File: src/rtl/key_scan_ctrl.sv
// key_scan_ctrl
//   Scans a 4x4 keypad one column at a time, debounces whole-frame results and
//   queues one event per debounced key press in a small FIFO drained through a
//   valid/ack handshake.
//
// Ports
//   clk        : system clock, rising edge
//   rst        : synchronous active-high reset
//   rows       : keypad rows, active-low, asynchronous to clk
//   cols       : column strobes, active-low one-hot
//   key_valid  : FIFO non-empty, key_code holds the head entry
//   key_code   : {release_flag, row[1:0], col[1:0]} at the FIFO head
//   key_ack    : pop request, only honoured while key_valid=1
//   overflow   : sticky, an event was dropped on a full FIFO
//   fifo_level : current FIFO occupancy
//
// Build option
//   KEY_RELEASE_EN : when defined, a debounced release of the reported key
//                    queues a release event (release_flag=1). When undefined,
//                    releases are silent and key_code[4] stays 0.

module key_scan_ctrl #(
    parameter int unsigned SCAN_DIV       = 1000,
    parameter int unsigned DEBOUNCE_SCANS = 4,
    parameter int unsigned FIFO_DEPTH     = 4
) (
    input  logic                        clk,
    input  logic                        rst,
    input  logic [3:0]                  rows,
    output logic [3:0]                  cols,
    output logic                        key_valid,
    output logic [4:0]                  key_code,
    input  logic                        key_ack,
    output logic                        overflow,
    output logic [$clog2(FIFO_DEPTH):0] fifo_level
);

    localparam int unsigned DIV_W = $clog2(SCAN_DIV);
    localparam int unsigned PTR_W = $clog2(FIFO_DEPTH);
    localparam int unsigned LVL_W = PTR_W + 1;

    localparam logic [DIV_W-1:0] DIV_LAST = DIV_W'(SCAN_DIV - 1);
    localparam logic [3:0]       DB_MAX   = 4'(DEBOUNCE_SCANS);
    localparam logic [LVL_W-1:0] LVL_FULL = LVL_W'(FIFO_DEPTH);

    // Frame result kinds
    localparam logic [1:0] RES_NONE  = 2'd0;
    localparam logic [1:0] RES_KEY   = 2'd1;
    localparam logic [1:0] RES_MULTI = 2'd2;

    // ---------------- state ----------------
    logic [3:0]       rows_meta_q, rows_sync_q;
    logic [DIV_W-1:0] div_q;
    logic [1:0]       col_q;
    logic [1:0]       acc_cnt_q;      // pressed bits so far this frame, 2 = two or more
    logic [3:0]       acc_code_q;
    logic [1:0]       cand_kind_q, cand_kind_d;
    logic [3:0]       cand_code_q, cand_code_d;
    logic [3:0]       stable_q, stable_d;
    logic             rep_key_q, rep_key_d;
    logic [3:0]       rep_code_q, rep_code_d;

    logic [4:0]       mem_q [FIFO_DEPTH];
    logic [PTR_W-1:0] wptr_q, wptr_d, rptr_q, rptr_d;
    logic [LVL_W-1:0] level_q, level_d;
    logic [4:0]       code_q, code_d;
    logic             ovf_q, ovf_d;

    // ---------------- scan / frame tally ----------------
    logic       col_end, frame_end;
    logic [2:0] hits;
    logic [1:0] hit_row;
    logic [1:0] tot_cnt;
    logic [3:0] tot_code;
    logic [1:0] res_kind;

    always_comb begin
        col_end   = (div_q == DIV_LAST);
        frame_end = col_end && (col_q == 2'd3);

        hits    = '0;
        hit_row = '0;
        for (int unsigned r = 0; r < 4; r++) begin
            if (!rows_sync_q[r]) begin
                hits    = hits + 3'd1;
                hit_row = 2'(r);
            end
        end

        // Merge this column's sample into the running frame tally.
        if (hits >= 3'd2 || acc_cnt_q == 2'd2 || (hits == 3'd1 && acc_cnt_q == 2'd1))
            tot_cnt = 2'd2;
        else if (hits == 3'd1 || acc_cnt_q == 2'd1)
            tot_cnt = 2'd1;
        else
            tot_cnt = 2'd0;

        tot_code = (hits == 3'd1 && acc_cnt_q == 2'd0) ? {hit_row, col_q} : acc_code_q;

        case (tot_cnt)
            2'd0:    res_kind = RES_NONE;
            2'd1:    res_kind = RES_KEY;
            default: res_kind = RES_MULTI;
        endcase
    end

    // ---------------- debounce / event generation ----------------
    logic       same, accept;
    logic       push_req;
    logic [4:0] push_data;

    always_comb begin
        cand_kind_d = cand_kind_q;
        cand_code_d = cand_code_q;
        stable_d    = stable_q;
        rep_key_d   = rep_key_q;
        rep_code_d  = rep_code_q;
        accept      = 1'b0;
        push_req    = 1'b0;
        push_data   = '0;
        same        = (res_kind == cand_kind_q) &&
                      (res_kind != RES_KEY || tot_code == cand_code_q);

        if (frame_end) begin
            if (same) begin
                if (stable_q != DB_MAX)
                    stable_d = stable_q + 4'd1;
                // Accept only on the frame the count reaches the threshold.
                accept = (stable_q == DB_MAX - 4'd1);
            end else begin
                cand_kind_d = res_kind;
                cand_code_d = tot_code;
                stable_d    = 4'd1;
                accept      = (DB_MAX == 4'd1);
            end

            if (res_kind == RES_MULTI) begin
                stable_d = '0;
                accept   = 1'b0;
            end

            if (accept) begin
                if (res_kind == RES_KEY) begin
                    if (!rep_key_q || rep_code_q != tot_code) begin
                        push_req  = 1'b1;
                        push_data = {1'b0, tot_code};
                    end
                    rep_key_d  = 1'b1;
                    rep_code_d = tot_code;
                end else begin
`ifdef KEY_RELEASE_EN
                    if (rep_key_q) begin
                        push_req  = 1'b1;
                        push_data = {1'b1, rep_code_q};
                    end
`endif
                    rep_key_d = 1'b0;
                end
            end
        end
    end

    // ---------------- event FIFO ----------------
    logic pop, full, push_ok, empty_after_pop;

    always_comb begin
        pop             = (level_q != '0) && key_ack;
        full            = (level_q == LVL_FULL);
        push_ok         = push_req && (!full || pop);
        ovf_d           = ovf_q | (push_req && full && !pop);
        empty_after_pop = (level_q == LVL_W'(1)) && pop || (level_q == '0);

        wptr_d  = push_ok ? wptr_q + PTR_W'(1) : wptr_q;
        rptr_d  = pop     ? rptr_q + PTR_W'(1) : rptr_q;
        level_d = level_q;
        if (push_ok && !pop)
            level_d = level_q + LVL_W'(1);
        else if (!push_ok && pop)
            level_d = level_q - LVL_W'(1);

        // Registered head: a push into an (effectively) empty FIFO is the new
        // head directly; otherwise the already-stored entry at the new read
        // pointer. Hold the last code while empty.
        code_d = code_q;
        if (push_ok && empty_after_pop)
            code_d = push_data;
        else if (level_d != '0)
            code_d = mem_q[rptr_d];
    end

    // ---------------- registers ----------------
    always_ff @(posedge clk) begin
        if (rst) begin
            rows_meta_q <= '1;
            rows_sync_q <= '1;
            div_q       <= '0;
            col_q       <= '0;
            acc_cnt_q   <= '0;
            acc_code_q  <= '0;
            cand_kind_q <= RES_NONE;
            cand_code_q <= '0;
            stable_q    <= '0;
            rep_key_q   <= 1'b0;
            rep_code_q  <= '0;
            wptr_q      <= '0;
            rptr_q      <= '0;
            level_q     <= '0;
            code_q      <= '0;
            ovf_q       <= 1'b0;
        end else begin
            rows_meta_q <= rows;
            rows_sync_q <= rows_meta_q;
            if (col_end) begin
                div_q      <= '0;
                col_q      <= col_q + 2'd1;
                acc_cnt_q  <= frame_end ? 2'd0 : tot_cnt;
                acc_code_q <= frame_end ? 4'd0 : tot_code;
            end else begin
                div_q <= div_q + DIV_W'(1);
            end
            cand_kind_q <= cand_kind_d;
            cand_code_q <= cand_code_d;
            stable_q    <= stable_d;
            rep_key_q   <= rep_key_d;
            rep_code_q  <= rep_code_d;
            wptr_q      <= wptr_d;
            rptr_q      <= rptr_d;
            level_q     <= level_d;
            code_q      <= code_d;
            ovf_q       <= ovf_d;
        end
    end

    // Storage needs no reset: occupancy is tracked by level_q alone.
    always_ff @(posedge clk) begin
        if (push_ok && !rst)
            mem_q[wptr_q] <= push_data;
    end

    assign cols       = ~(4'b0001 << col_q);
    assign key_valid  = (level_q != '0);
    assign key_code   = code_q;
    assign overflow   = ovf_q;
    assign fifo_level = level_q;

endmodule

File: config.mk
export PLATFORM = sky130hd
export DESIGN_NAME = key_scan_ctrl
export DESIGN_NICKNAME = d
export VERILOG_FILES = /design/src/rtl/key_scan_ctrl.sv
export SDC_FILE = /design/constraint.sdc
export NUM_CORES = 1
export LEC_CHECK = 0
export CORE_UTILIZATION = 50
export DETAILED_ROUTE_END_ITERATION = 8
export HOLD_SLACK_MARGIN = 0.05
export PLACE_DENSITY = 0.78
export SYNTH_ARGS = -nofsm -noshare
export SYNTH_HDL_FRONTEND = slang
export SYNTH_SLANG_ARGS = --single-unit
export TNS_END_PERCENT = 50
File: constraint.sdc
create_clock -name clk -period 6.3 [get_ports clk]
set_input_delay 1.26 -clock clk [delete_from_list [all_inputs] [get_ports clk]]
set_output_delay 1.26 -clock clk [all_outputs]
set_load 0.01 [all_outputs]
==> results.py, run 1 <==
metrics = {
    "finish": {
        "design_area_um2": 4299,
        "final_net_count": 455,
        "final_cells": 533,
        "drive_gt1_frac": 0.1106,
        "diodes": 0,
        "synthToLayoutAreaGrowth_pct": 13.81,
    },
    "pwr": {
        "finalPower_uw": 1330,
        "power_per_cell_area_nw_per_um2": 309.4,
        "p_leak_uw": 0.001622,
        "ir_drop_mv": 0.2669,
    },
    "cts": {
        "cts_hold_buffers": 0,
        "post_cts_buffers": 0,
        "numCtsBuffers": 9,
        "cts_root_buf": "clkbuf_8",
        "cts_tree": "done",
        "clk_latency_ns": 0.34,
        "cts_resized": 0,
        "cts.clk_slew.worst_paths_ns": 0.08,
        "cts.sink_count": 69,
        "clockBufferDepth": 2,
        "htree_levels": 3,
    },
    "sta": {
        "worstMarginPinSlew_ns": 0.9348,
        "setup_viol": 0,
        "finalHoldViolations": 0,
        "finClkSkew_ns": 0.01122,
        "drv_slew": 0,
        "worst_slack_ns": 2.117,
        "grt_setup_unrepaired": "false",
        "finalCritPeriodShare": 0.6639,
        "finalSetupTns_ns": 0,
        "relSlewSlack": 0.3711,
        "fmax_mhz": 239.1,
        "period_needed_ns": 4.183,
    },
    "synthesis": {
        "synth_cells": 412,
        "async_flop_share": 0,
        "avgSynthCellArea_um2": 9.168,
        "synth_flop_cell": "dfxtp_1",
        "syn-num-nets": 438,
        "yosys_register_bits": 69,
        "synth_cell_types": 58,
        "synth_area_um2": 3777,
        "synth_seq_area_share": 0.4081,
        "yosysWarningCount": 0,
        "synth_edf_count": 16,
    },
    "worst_hold_path": {
        "hp-class": "reg2reg",
    },
    "routing": {
        "ant_nets": 0,
        "drt-wirelength-per-cell_um": 14.59,
        "drcViolationCount": 0,
        "routed_wl_um": 7778,
        "via_per_inst": 5.612,
        "drt_iter0_markers": 158,
        "vias": 2991,
        "drtPass1Iterations": 4,
    },
    "setup_path": {
        "critical_path_class": "reg2reg",
        "critical_path.max_fanout": 15,
        "worstPathCellList": "inv_1, ha_1, nor2b_1, a2bb2oi_1, o221ai_2, nor2_1, a311o_1, o41a_1, a311o_1, or3_1, mux2i_1, nor2_1, mux2_2",
        "crit_arrival_ns": 4.42,
        "critPathCaptureType": "register",
        "cp.buffers_inverters": 1,
        "slowest_delay_ns": 0.55,
        "cp_top_family": "compound AO/OA/AOI/OAI gates",
        "critPathLaunchType": "register",
        "slowest_stage": "or3_1",
        "cp.required_ns": 6.54,
        "r2r_setup_slack_ns": 2.12,
    },
    "floorplan": {
        "placementRows": 31,
        "core_region_area_um2": 7292,
        "die-width_um": 88.92,
        "start_util": 0.5180,
        "pin_count": 21,
        "fp.dieArea_um2": 7907,
        "die_h_um": 88.92,
    },
    "placement": {
        "gp_congestion": 0.8892,
        "io_buffers": 19,
        "dp.cells": 517,
        "dp_slack_ns": 2.130,
        "dp_hpwl_um": 5486,
        "dpl-instance-area_um2": 4029,
    },
    "global_route": {
        "grt_pass1_wl_um": 12690,
        "overflow": 0,
        "antenna_found_initial": 0,
        "track_usage": 0.2106,
        "grt_start_max_net_pins": 51,
        "grt_pass1_vias": 2808,
    },
    "status": {
        "status": "complete, no violations",
    },
    "flow_run": {
        "cap_viol_max_count": 0,
    },
}
## power breakdown
part           internal (uW)  switching, uW
Combinational            169            170
Sequential               476           29.6
Clock                    306            180
Total                    951            380
## area by class of cell
cell class	count	area (um^2)
flip-flops and latches	69	1541
fillers	646	2993
clock buffers	9	123.9
well taps	99	123.9
clock inverters	7	146.4
repair buffers	20	197.7
multi-input cells	306	2079
inverters	23	86.33
## through the flow
stage / utilization / hold WS (ns)
2_1_floorplan: - / 0.3895
3_3_place_gp: 0.5525 / 0.3977
3_5_place_dp: 0.5525 / 0.3963
4_1_cts: 0.5896 / 0.4183
5_1_grt: 0.5896 / 0.4346
6_report: 0.5896 / 0.4171
## synthesized netlist by cell type (4+ instances only)
cell type / count / area [um^2]
nor2_1: 58 / 217.7
dfxtp_1: 53 / 1061
nand2_1: 31 / 116.4
inv_1: 23 / 86.33
ha_1: 19 / 237.7
a21oi_1: 18 / 90.09
edfxtp_1: 16 / 480.5
mux2i_1: 14 / 140.1
nand3_1: 13 / 65.06
nor2b_1: 12 / 75.07
or2_2: 12 / 75.07
xor2_1: 12 / 105.1
o21ai_0: 10 / 50.05
xnor2_1: 10 / 87.58
nor3_1: 9 / 45.04
clkbuf_1: 8 / 30.03
nor4_1: 7 / 43.79
mux2_2: 6 / 67.56
nand4_1: 6 / 37.54
a22oi_1: 5 / 37.54
and2_1: 5 / 31.28
nand2b_1: 5 / 31.28
a31oi_1: 4 / 25.02
mux4_2: 4 / 90.09
## flip-flops by register name (all words and copies together) (netlist names)
name and cells:
acc_code_q 4, col_q 2, rows_sync_q 4, key_code 4, overflow 1, mem_q 16
stable_q 4, rep_key_q 1, acc_cnt_q 2, rep_code_q 4, cand_code_q 4, rptr_q 2
cand_kind_q 2, wptr_q 2, fifo_level 3, div_q 10, rows_meta_q 4
## path summary, 6_finish.rpt
| check | depth (start not counted) | to | start |
|---|---|---|---|
| worst max register to register | 13 | key_code[0] | rows_sync_q[1] |
| worst min register to register | 1 | rows_sync_q[2] | rows_meta_q[2] |
| worst min-delay path | 1 | rows_sync_q[2] | rows_meta_q[2] |
| worst max-delay path | 13 | key_code[0] | rows_sync_q[1] |
## per-layer routing
layer,track usage,vias up,share of wire
met2,0.3622,62,0.50
met1,0.2580,1447,0.44
met4,0.08065,0,0.020
met5,0,-,0
li1,-,1467,-
met3,0.04709,15,0.034
## cells by family (layout without fill, tap and decap cells)
kind of cell | Yosys count | after routing | synth area share
flops | 69 | 69 | 0.4081
buf+inv | 37 | 59 | 0.04140
simple gates | 176 | 176 | 0.2342
compound gates | 60 | 60 | 0.1070
other cells | 1 | 1 | 0.0009928
fa+ha+maj | 21 | 21 | 0.06824
mux | 25 | 25 | 0.08248
xor+xnor | 23 | 23 | 0.05763
## cells in the final DEF, fill, tap and decap left out, types with 12 or more instances in the layout
master / Yosys / layout
dfxtp_1: 53 / 53
nor2_1: 58 / 58
nand3_1: 13 / 13
ha_1: 19 / 19
xor2_1: 12 / 12
nand2_1: 31 / 31
mux2i_1: 14 / 14
clkdlybuf4s50_1: 0 / 19
inv_1: 23 / 23
nor2b_1: 12 / 12
or2_2: 12 / 12
a21oi_1: 18 / 18
edfxtp_1: 16 / 16
No activity file was read; power rests on OpenSTA's default activity.
==> run 2, diff against run 1 <==
- PLACE_DENSITY: 0.78 -> 0.8
- clock period: 6.3 -> 3.8 ns (I/O delays scaled with it)
==> results.py, run 2 (same netlist as run 1, synthesis figures left out) <==
metrics = {
    "cts": {
        "cts.sink_count": 69,
        "htree_levels": 3,
        "clk_latency_ns": 0.36,
        "clockBufferDepth": 2,
        "cts.clk_slew.worst_paths_ns": 0.08,
        "cts_root_buf": "clkbuf_8",
        "cts_tree": "done",
        "numCtsBuffers": 9,
    },
    "setup_path": {
        "critPathLaunchType": "register",
        "slowest_delay_ns": 0.39,
        "cp_top_family": "compound AO/OA/AOI/OAI gates",
        "cp.buffers_inverters": 3,
        "crit_arrival_ns": 3.96,
        "critPathCaptureType": "register",
        "cp.required_ns": 4.05,
        "critical_path.max_fanout": 6,
        "worstPathCellList": "buf_6, ha_4, mux2i_4, mux2i_2, o221a_4, buf_6, nor3_1, a311o_1, o41a_1, a311o_1, buf_4, mux2_2, nand3_2, a31oi_4, mux2_4",
        "critical_path_class": "reg2reg",
        "slowest_stage": "o41a_1",
    },
    "floorplan": {
        "core_region_area_um2": 7292,
        "pin_count": 21,
        "die-width_um": 88.92,
        "die_h_um": 88.92,
        "start_util": 0.5180,
        "placementRows": 31,
        "fp.dieArea_um2": 7907,
    },
    "routing": {
        "via_per_inst": 5.407,
        "routed_wl_um": 7953,
        "ant_nets": 0,
        "drt_iter0_markers": 123,
        "drtPass1Iterations": 4,
        "drcViolationCount": 0,
        "vias": 2990,
        "drt-wirelength-per-cell_um": 14.38,
    },
    "placement": {
        "dp.cells": 531,
        "gp_congestion": 0.8796,
        "dpl-instance-area_um2": 4134,
        "dp_hpwl_um": 5495,
        "io_buffers": 19,
    },
    "pwr": {
        "internal-power_uw": 1432,
        "p_leak_uw": 0.001719,
        "swShare": 0.3172,
        "power_per_cell_area_nw_per_um2": 462.2,
        "combPwrFrac": 0.312,
        "p_switching_uw": 665.2,
        "seqPwrFrac": 0.400,
        "power_frac_clock": 0.289,
        "ir_drop_mv": 0.5090,
    },
    "sta": {
        "finClkSkew_ns": 0.01105,
        "worstMarginPinSlew_ns": 0.6570,
        "period_needed_ns": 3.711,
        "finalSetupTns_ns": 0,
        "fmax_mhz": 269.4,
        "finalHoldViolations": 0,
        "setup_viol": 0,
        "finalCritPeriodShare": 0.9767,
        "drv_slew": 0,
        "relSlewSlack": 0.5573,
    },
    "global_route": {
        "grt_start_max_net_pins": 50,
        "grt_pass1_vias": 2793,
        "track_usage": 0.2199,
        "antenna_found_initial": 0,
        "grt_pass1_wl_um": 12900,
        "overflow": 0,
    },
    "finish": {
        "final_cell_mix": "56 x nor2_1, 51 x dfxtp_1, 31 x nand2_1",
        "drive_gt1_frac": 0.1894,
        "design_area_um2": 4538,
        "largest_reg_flops": 16,
        "largest-register": "mem_q",
        "final_net_count": 475,
        "diodes": 0,
        "final_cells": 553,
        "largest_registers": "mem_q (16), div_q (10)",
        "synthToLayoutAreaGrowth_pct": 20.14,
        "fillers": 633,
        "final_common_cell": "nor2_1",
    },
    "flow_run": {
        "cap_viol_max_count": 0,
    },
    "status": {
        "status": "complete, no violations",
    },
    "worst_hold_path": {
        "hp-class": "reg2reg",
    },
}
run 2: cell count changes in the layout (fill, tap and decap cells not counted), moves of 3 or more:
cell       before  now
bufinv_16       4    1
buf_4           1   17
mux2_4          0    5
buf_6           0    4
mux2_2          6    1
run 2: through the flow:
| step | worst slack [ns] | hold WS (ns) | power (uW) | utilization |
|---|---|---|---|---|
| floorplan | 0.08668 | 0.3895 | 1245 | - |
| global placement | 0.03227 | 0.3937 | 1413 | 0.5669 |
| detailed placement | -0.1596 | 0.3964 | 1427 | 0.5669 |
| finish | 0.08851 | 0.4135 | 2097 | 0.6223 |
| CTS | -0.007456 | 0.4153 | 2045 | 0.6031 |
| global route | -0.08384 | 0.4398 | 2207 | 0.6223 |
run 2: routing by layer:
layer  vias to the layer above  routed length, um  share of wire  GRT usage
li1                       1507                  -              -          -
met1                      1409               3514           0.44     0.2629
met2                        62               3891           0.49     0.3650
met3                        12                388          0.049    0.05817
met4                         0                159          0.020     0.1144
met5                         -                  0              0          0
run 2: final timing paths:
path | startpoint | endpoint | slack (ns) | cells past startpoint
setup / recovery | rows_sync_q[0] | key_code[1] | 0.09 | 15
hold / removal | rows_meta_q[2] | rows_sync_q[2] | 0.41 | 1
setup reg to reg | rows_sync_q[0] | key_code[1] | 0.09 | 15
hold reg to reg | rows_meta_q[2] | rows_sync_q[2] | 0.41 | 1
run 2: layout make-up:
type	count	area (um^2)	area share
Sequential cell	69	1546	0.3408
Timing Repair Buffer	40	362.8	0.07996
Clock buffer	9	123.9	0.02730
Inverter	23	86.33	0.01902
Multi-Input combinational cell	306	2221	0.4894
Tap cell	99	123.9	0.02730
Clock inverter	7	73.82	0.01627
run 2: repair_timing:
| item | in CTS | in global routing |
|---|---|---|
| hold buffers | 0 | 0 |
| setup endpoints to repair | 20 | 20 |
| pin swaps | 5 | 6 |
| buffers inserted | 4 | 2 |
| gates resized for setup | 6 | 28 |
run 2: power groups by stage:
stage               logic (uW)  registers [uW]  clock network (uW)
CTS                        591             836                 618
global placement           563             850                   0
detailed placement         576             851                   0
floorplan                  397             848                   0
global route               710             844                 653
finish                     654             838                 605
==> run 3, diff against run 2 <==
- CAP_MARGIN: unset -> 20
- PLACE_DENSITY: 0.8 -> 0.78
- clock period: 3.8 -> 4.75 ns (I/O delays scaled with it)
==> results.py, run 3 (same netlist as run 1, synthesis figures left out) <==
metrics = {
    "setup_path": {
        "critPathLaunchType": "register",
        "critical_path_class": "reg2reg",
        "cp.required_ns": 4.99,
        "critical_path.max_fanout": 15,
        "critPathCaptureType": "register",
        "crit_arrival_ns": 4.39,
    },
    "sta": {
        "grt_setup_unrepaired": "false",
        "drv_slew": 0,
        "finalCritPeriodShare": 0.8745,
        "period_needed_ns": 4.154,
        "setup_viol": 0,
        "finClkSkew_ns": 0.005713,
        "worstMarginPinSlew_ns": 0.8677,
        "finalHoldViolations": 0,
        "fmax_mhz": 240.7,
        "finalSetupTns_ns": 0,
        "relSlewSlack": 0.4162,
        "hold_ws_ns": 0.4136,
        "worst_slack_ns": 0.5961,
    },
    "floorplan": {
        "placementRows": 31,
        "die_h_um": 88.92,
        "die-width_um": 88.92,
        "fp.dieArea_um2": 7907,
        "core_region_area_um2": 7292,
        "start_util": 0.5180,
        "pin_count": 21,
    },
    "routing": {
        "drt-wirelength-per-cell_um": 14.08,
        "drtPass1Iterations": 4,
        "drcViolationCount": 0,
        "drt_iter0_markers": 107,
        "vias": 2940,
        "routed_wl_um": 7504,
        "ant_nets": 0,
        "via_per_inst": 5.516,
    },
    "cts": {
        "cts_root_buf": "clkbuf_8",
        "htree_levels": 3,
        "post_cts_buffers": 0,
        "cts_tree": "done",
        "cts.clk_slew.worst_paths_ns": 0.08,
        "numCtsBuffers": 9,
        "cts.sink_count": 69,
        "cts_hold_buffers": 0,
        "clk_latency_ns": 0.35,
        "clockBufferDepth": 2,
        "cts_resized": 0,
    },
    "status": {
        "status": "complete, no violations",
    },
    "placement": {
        "dp_slack_ns": 0.6531,
        "dp_hpwl_um": 5358,
        "io_buffers": 19,
        "gp_congestion": 0.8905,
    },
    "pwr": {
        "finalPower_uw": 1609,
        "p_leak_uw": 0.001589,
        "ir_drop_mv": 0.3461,
        "power_per_cell_area_nw_per_um2": 380.1,
    },
    "finish": {
        "post-route-util": 0.5806,
        "diodes": 0,
        "drive_gt1_frac": 0.1106,
        "synthToLayoutAreaGrowth_pct": 12.09,
        "final_net_count": 455,
        "largest-register": "mem_q",
        "largest_reg_flops": 16,
        "final_cell_mix": "58 x nor2_1, 53 x dfxtp_1, 31 x nand2_1",
        "final_common_cell": "nor2_1",
        "largest_registers": "mem_q (16), div_q (10)",
    },
    "global_route": {
        "grt_pass1_wl_um": 12600,
        "grt_pass1_vias": 2716,
        "track_usage": 0.2094,
        "overflow": 0,
        "grt_start_max_net_pins": 51,
        "antenna_found_initial": 0,
    },
    "flow_run": {
        "cap_viol_max_count": 0,
    },
    "worst_hold_path": {
        "hp-class": "reg2reg",
    },
}
-- run 3: path summary, 6_finish.rpt --
path              slack (ns)  cells past startpoint             end            from
setup / recovery        0.60                     13     key_code[1]  rows_sync_q[1]
hold / removal          0.41                      1  rows_sync_q[2]  rows_meta_q[2]
setup reg to reg        0.60                     13     key_code[1]  rows_sync_q[1]
hold reg to reg         0.41                      1  rows_sync_q[2]  rows_meta_q[2]
-- run 3: power breakdown --
part / leakage [uW] / total, uW / internal (uW) / switching, uW
clock network: 0.000101 / 495 / 250 / 246
registers: 0.000541 / 670 / 632 / 38.5
logic: 0.000947 / 444 / 223 / 221
total: 0.00159 / 1610 / 1100 / 505
-- run 3: layer usage --
metal	global-route usage	vias up	share of wire
met5	0	-	0
met4	0.07478	0	0.015
met3	0.04709	12	0.043
met2	0.3503	65	0.49
met1	0.2668	1397	0.45
li1	-	1466	-
-- run 3: cell type report --
type                            count  area [um^2]
Clock buffer                        9        123.9
Clock inverter                      7        81.33
Fill cell                         668         3058
Inverter                           23        86.33
Multi-Input combinational cell    306         2079
Sequential cell                    69         1541
Tap cell                           99        123.9
Timing Repair Buffer               20        197.7
-- run 3: stage by stage --
stage               area [um^2]  instances
floorplan                  3777        412
global placement           4029        517
detailed placement         4029        517
CTS                        4234        533
global route               4234        533
finish                     4234        533
-- run 3: worst max-delay path: stages, from the launching register on --
cell	delay (ns)
dfxtp_1	0.36
inv_1	0.08
ha_1	0.34
nor2b_1	0.20
a2bb2oi_1	0.26
o221a_2	0.32
a22oi_1	0.11
a311o_1	0.32
o41a_1	0.43
a311o_1	0.52
or3_1	0.55
mux2i_1	0.20
nor2_1	0.06
mux2_2	0.27
